File: config.mk
export PLATFORM = sky130hd
export DESIGN_NAME = cache_port_arbiter
export DESIGN_NICKNAME = d
export VERILOG_FILES = /design/src/rtl/cache_port_arbiter.sv
export SDC_FILE = /design/constraint.sdc
export NUM_CORES = 1
export LEC_CHECK = 0
export ABC_CLOCK_PERIOD_IN_PS = 4500
export CORE_ASPECT_RATIO = 1.2
export CORE_MARGIN = 2
export CORE_UTILIZATION = 35
export CTS_CLUSTER_DIAMETER = 120
export CTS_CLUSTER_SIZE = 10
export DETAILED_ROUTE_END_ITERATION = 10
export GPL_TIMING_DRIVEN = 0
export PLACE_DENSITY_LB_ADDON = 0.2
export SYNTH_ARGS = -nofsm -noshare
export SYNTH_HDL_FRONTEND = slang
export SYNTH_SLANG_ARGS = --single-unit
File: constraint.sdc
create_clock -name clk -period 4.5 [get_ports clk]
set_input_delay 0.9 -clock clk [delete_from_list [all_inputs] [get_ports clk]]
set_output_delay 0.9 -clock clk [all_outputs]
set_load 0.02 [all_outputs]
File: src/rtl/cache_port_arbiter.sv
// Round-robin arbiter sharing a single-ported line cache between instruction
// fetch (port 0) and data access (port 1), with hit/miss performance counters.
module cache_port_arbiter #(
  parameter int CNT_W      = 32,
  parameter int FIRST_PORT = 1
) (
  input  logic             clk,
  input  logic             rst,
  input  logic             p0_rd_req,
  input  logic             p0_wr_req,
  input  logic [31:0]      p0_addr,
  input  logic [31:0]      p0_wr_data,
  output logic             p0_ack,
  output logic             p0_rd_valid,
  output logic [31:0]      p0_rd_data,
  input  logic             p1_rd_req,
  input  logic             p1_wr_req,
  input  logic [31:0]      p1_addr,
  input  logic [31:0]      p1_wr_data,
  output logic             p1_ack,
  output logic             p1_rd_valid,
  output logic [31:0]      p1_rd_data,
  output logic [31:0]      c_addr,
  output logic             c_rd_req,
  output logic             c_wr_req,
  output logic [31:0]      c_wr_data,
  input  logic             c_miss,
  input  logic [31:0]      c_rd_data,
  output logic [CNT_W-1:0] acc_cnt0,
  output logic [CNT_W-1:0] acc_cnt1,
  output logic [CNT_W-1:0] stall_cnt
);

  typedef enum logic [1:0] {IDLE, GRANT, RESP} state_t;

  // Seeding last-granted with the other port makes FIRST_PORT win the first tie.
  localparam logic LAST_RST = (FIRST_PORT == 1) ? 1'b0 : 1'b1;

  state_t                     state_q, state_d;
  logic                       owner_q, owner_d;
  logic                       last_q, last_d;
  logic                       rd_cmp_q, rd_cmp_d;
  logic [1:0][31:0]           hold_q, hold_d;
  logic [1:0][CNT_W-1:0]      acc_q, acc_d;
  logic [CNT_W-1:0]           stall_q, stall_d;

  logic        req0, req1, winner;
  logic        own_rd, own_wr;
  logic [31:0] own_addr, own_wdata;
  logic [1:0]  ack, vld;

  assign req0      = p0_rd_req | p0_wr_req;
  assign req1      = p1_rd_req | p1_wr_req;
  assign winner    = (req0 & req1) ? ~last_q : req1;
  assign own_rd    = owner_q ? p1_rd_req  : p0_rd_req;
  assign own_wr    = owner_q ? p1_wr_req  : p0_wr_req;
  assign own_addr  = owner_q ? p1_addr    : p0_addr;
  assign own_wdata = owner_q ? p1_wr_data : p0_wr_data;

  always_comb begin
    state_d   = state_q;
    owner_d   = owner_q;
    last_d    = last_q;
    rd_cmp_d  = rd_cmp_q;
    hold_d    = hold_q;
    acc_d     = acc_q;
    stall_d   = stall_q;
    ack       = 2'b00;
    vld       = 2'b00;
    c_addr    = 32'h0;
    c_rd_req  = 1'b0;
    c_wr_req  = 1'b0;
    c_wr_data = 32'h0;
    case (state_q)
      IDLE, RESP: begin
        if (state_q == RESP && rd_cmp_q) begin
          vld[owner_q]    = 1'b1;
          hold_d[owner_q] = c_rd_data;
        end
        if (req0 | req1) begin
          owner_d = winner;
          state_d = GRANT;
        end else begin
          state_d = IDLE;
        end
      end
      GRANT: begin
        c_addr    = own_addr;
        c_wr_data = own_wdata;
        // A combined rd+wr is served as a read; the write is dropped.
        c_rd_req  = own_rd & ~rst;
        c_wr_req  = own_wr & ~own_rd & ~rst;
        if (!(own_rd | own_wr)) begin
          state_d = IDLE;
        end else if (c_miss) begin
          stall_d = stall_q + CNT_W'(1);
        end else begin
          ack[owner_q]   = ~rst;
          acc_d[owner_q] = acc_q[owner_q] + CNT_W'(1);
          last_d         = owner_q;
          rd_cmp_d       = own_rd;
          state_d        = RESP;
        end
      end
      default: state_d = IDLE;
    endcase
  end

  always_ff @(posedge clk) begin
    if (rst) begin
      state_q  <= IDLE;
      owner_q  <= 1'b0;
      last_q   <= LAST_RST;
      rd_cmp_q <= 1'b0;
      hold_q   <= '0;
      acc_q    <= '0;
      stall_q  <= '0;
    end else begin
      state_q  <= state_d;
      owner_q  <= owner_d;
      last_q   <= last_d;
      rd_cmp_q <= rd_cmp_d;
      hold_q   <= hold_d;
      acc_q    <= acc_d;
      stall_q  <= stall_d;
    end
  end

  assign p0_ack      = ack[0];
  assign p1_ack      = ack[1];
  assign p0_rd_valid = vld[0];
  assign p1_rd_valid = vld[1];
  assign p0_rd_data  = vld[0] ? c_rd_data : hold_q[0];
  assign p1_rd_data  = vld[1] ? c_rd_data : hold_q[1];
  assign acc_cnt0    = acc_q[0];
  assign acc_cnt1    = acc_q[1];
  assign stall_cnt   = stall_q;

endmodule

==> impl_metrics.py <==
metrics = {
    "synthesis": {
        "muxShareOfSynthArea_pct": 13.7,
        "synth_common_cells": "dfxtp_1, nand2_1, nor2_1",
        "synth_compound_area_share_pct": 9.23,
        "synth.most_common_cell": "dfxtp_1",
        "syn_area_sq_mm": 0.00839,
        "ys_ff_latch": 165,
        "synthArstFlopShare_pct": 0,
        "yosys.cell_types.count": 47,
        "synth.top_cell.area_share_pct": 39.4,
        "netlist_top_cells_area": "dfxtp_1, mux2i_1, nand2_1, nor2_1, mux2_2",
        "synth_fa_ha_area_share_pct": 0.298,
        "synth_xor_area_share_pct": 4.17,
        "syn_nets": 1196,
        "ys.flop_type": "dfxtp_1",
        "synthSimpleGateAreaFrac_pct": 29.8,
        "synth_edf_count": 0,
        "ys_warn_count": 0,
        "syn_inst": 1027,
        "avgSynthCellArea_sq_um": 8.17,
        "synth_top_family_by_area": "simple AND/OR/NAND/NOR gates",
        "synth_top_cell_by_area": "dfxtp_1",
        "ys_seq_area_share_pct": 39.4,
    },
    "finish": {
        "layout.nets": 1608,
        "layout-drive-gt1-share_pct": 6.69,
        "multi_input_area_sq_mm": 0.00481,
        "seqCellArea_sq_mm": 0.00330,
        "syn_to_final_growth_pct": 59.3,
        "fill_cells": 2293,
        "finalInstanceArea_sq_mm": 0.0134,
    },
    "pwr": {
        "switching_share_pct": 26.9,
        "switching_power_mw": 0.957,
        "p_leak_nw": 4.71,
        "peakVddDrop_mv": 0.192,
        "powerDensity_mw_per_mm2": 266,
        "intPower_mw": 2.60,
        "pwr-share-seq_pct": 41.4,
        "power.total_mw": 3.56,
        "pwr-share-clk_pct": 42.0,
        "p_comb_share_pct": 16.6,
    },
    "clocking": {
        "cts_made_buffers": 17,
        "htree_num_levels": 4,
        "root_buffer": "clkbuf_16",
        "clock_latency_ns": 0.44,
        "cts.sinks": 165,
        "clk_pin_slew_ns": 0.07,
        "cts_tree": "yes",
        "clock_path_buffers": 2,
    },
    "sta": {
        "fin_crit_ns": 4.33,
        "min_period_over_period_pct": 96.1,
        "finalHoldViolCount": 0,
        "relSlewSlack_pct": 28.5,
        "finalClockSkew_ns": 0.0137,
        "setup_viol": 0,
        "final_max_slew_viol_count": 0,
        "max_slew.worst_pin.slew_ns": 1.07,
        "rsz0062_at_grt": "no",
        "clock.fmax_ghz": 0.231,
    },
    "global_route": {
        "grt_pass1_wl_um": 51800,
        "grt_pass1_vias": 8883,
        "track_usage_pct": 26.4,
        "grt.overflow.total": 0,
        "grt_max_degree": 20,
        "antenna_found_initial": 8,
    },
    "floorplanning": {
        "die_area_sq_mm": 0.0252,
        "num_rows": 62,
        "die_y_um": 174,
        "io_pins": 397,
        "initial_utilization_pct": 35.4,
        "core-area_sq_mm": 0.0237,
        "die_x_um": 145,
    },
    "critical_path": {
        "crit_type": "register to primary output",
        "crit_buf_inv": 6,
        "path_max_fanout": 19,
        "path_delay_family": "buffers and inverters",
        "slowest_stage": "clkdlybuf4s50_1",
        "arrival_ns": 3.43,
        "r2r_setup_slack_ns": 0.37,
        "start_kind": "register",
        "critPathCaptureType": "primary output",
        "required_ns": 3.60,
        "cpPeakStageDelay_ns": 0.57,
        "cp_common_cell": "buf_2",
        "cp_cell_sequence": "clkbuf_2, buf_2, buf_6, buf_2, buf_4, mux2i_1, nor2_1, clkdlybuf4s50_1",
    },
    "route": {
        "drc": 0,
        "drt_wl_total_um": 33900,
        "ant_nets": 0,
        "top_layer": "met4",
        "first_iter_violations": 416,
        "met2_length_um": 16900,
        "drt_first_pass_iters": 6,
        "wl_per_cell_um": 19.1,
        "wl_met1_um": 13000,
        "via_per_inst": 5.11,
        "met3_length_um": 3200,
        "dr_total_vias": 9088,
    },
    "placed_design": {
        "portBuffers": 395,
        "place_congestion": 0.912,
        "dpl.hpwl_um": 26800,
        "placed_area_sq_mm": 0.0127,
    },
    "hold_path": {
        "min_path_type": "register to register",
    },
    "flow_run": {
        "cap_violations": 0,
    },
    "status": {
        "status": "finished clean",
    },
}
-- final timing paths --
check                                 start                        end  depth (start not counted)
setup / recovery       owner_q$_SDFFE_PP0P_              c_wr_data[26]                          8
hold / removal    acc_cnt0[31]$_SDFFE_PP0P_  acc_cnt0[31]$_SDFFE_PP0P_                          2
setup reg to reg       owner_q$_SDFFE_PP0P_  acc_cnt0[24]$_SDFFE_PP0P_                         12
hold reg to reg   acc_cnt0[31]$_SDFFE_PP0P_  acc_cnt0[31]$_SDFFE_PP0P_                          2
-- power groups by stage --
| stage | logic [mW] | clock network [mW] | registers [mW] |
|---|---|---|---|
| 3_3_place_gp | 0.589 | 0 | 1.51 |
| 4_1_cts | 0.593 | 1.51 | 1.47 |
| 6_report | 0.589 | 1.49 | 1.47 |
| 2_1_floorplan | 0.255 | 0 | 1.51 |
| 5_1_grt | 0.630 | 1.57 | 1.47 |
| 3_5_place_dp | 0.588 | 0 | 1.51 |
-- layer usage --
layer	vias up	GRT usage (%)
met5	-	0
met2	372	46.4
met1	4261	30.0
li1	4412	-
met3	43	8.55
met4	0	9.60
-- cell families after synthesis --
family | Yosys count
XOR/XNOR | 40
buffers and inverters | 71
AO/OA/AOI/OAI | 136
multiplexers | 110
AND/OR/NAND/NOR | 503
flip-flops | 165
adder cells (fa/ha/maj) | 2
-- final cells by class --
| cell class | count | area share [%] |
|---|---|---|
| diodes | 7 | 0.131 |
| plain buffers | 59 | 1.93 |
| clock buffers | 17 | 3.18 |
| clock inverters | 14 | 1.26 |
| inverters | 10 | 0.281 |
| multi-input cells | 791 | 35.9 |
| flip-flops and latches | 165 | 24.7 |
| well taps | 320 | 2.99 |
| repair buffers | 395 | 29.6 |
-- sequential cells by signal, indices dropped and copies added (netlist names) --
register and cells:
acc_cnt1 32, owner_q 1, rd_cmp_q 1, last_q 1, state_q 2, acc_cnt0 32, stall_cnt 32, hold_q 64
-- worst register-to-register path, delay by kind of cell, from the launching register on --
family	cells	cell delay, ns
buffers and inverters	5	1.56
and+or+nand+nor	3	0.94
AOI/OAI and AO/OA	2	0.73
DFF	1	0.39
adders and majority gates	1	0.22
muxes	1	0.21
-- through the flow --
stage | setup TNS [ns] | hold WS (ns) | instances | utilization, % | setup WS (ns)
finish | 0 | 0.491 | 1778 | 56.3 | 0.174
global route | 0 | 0.522 | 1775 | 56.3 | 0.0676
CTS | 0 | 0.495 | 1771 | 56.2 | 0.0678
detailed placement | -6.99 | 0.484 | 1742 | 53.7 | -0.452
global placement | -4.60 | 0.472 | 1742 | 53.7 | -0.348
floorplan | 0 | 0.480 | 1027 | - | 1.09
-- what timing repair did --
action / in CTS / in global routing
hold buffers: 0 / 0
resized for setup: 4 / 5
buffers inserted: 0 / 0
endpoints found under the setup margin: 142 / 9
-- cell usage in the layout (no fill, tap or decap), types with 14 or more instances in the layout --
| cell | synthesis | final |
|---|---|---|
| xnor2_1 | 15 | 15 |
| nand4_1 | 17 | 17 |
| clkdlybuf4s50_1 | 0 | 395 |
| or3_1 | 35 | 35 |
| nand3_1 | 40 | 40 |
| nor2_1 | 126 | 126 |
| xor2_1 | 25 | 25 |
| dfxtp_1 | 165 | 165 |
| or4_1 | 14 | 14 |
| mux2_2 | 40 | 40 |
| mux2i_1 | 70 | 70 |
| a21oi_1 | 59 | 59 |
| o21ai_0 | 45 | 45 |
| nor2b_1 | 66 | 66 |
| clkbuf_1 | 41 | 39 |
| nand2_1 | 147 | 147 |
| clkbuf_16 | 0 | 17 |
Power figures use the tool's default switching activity.
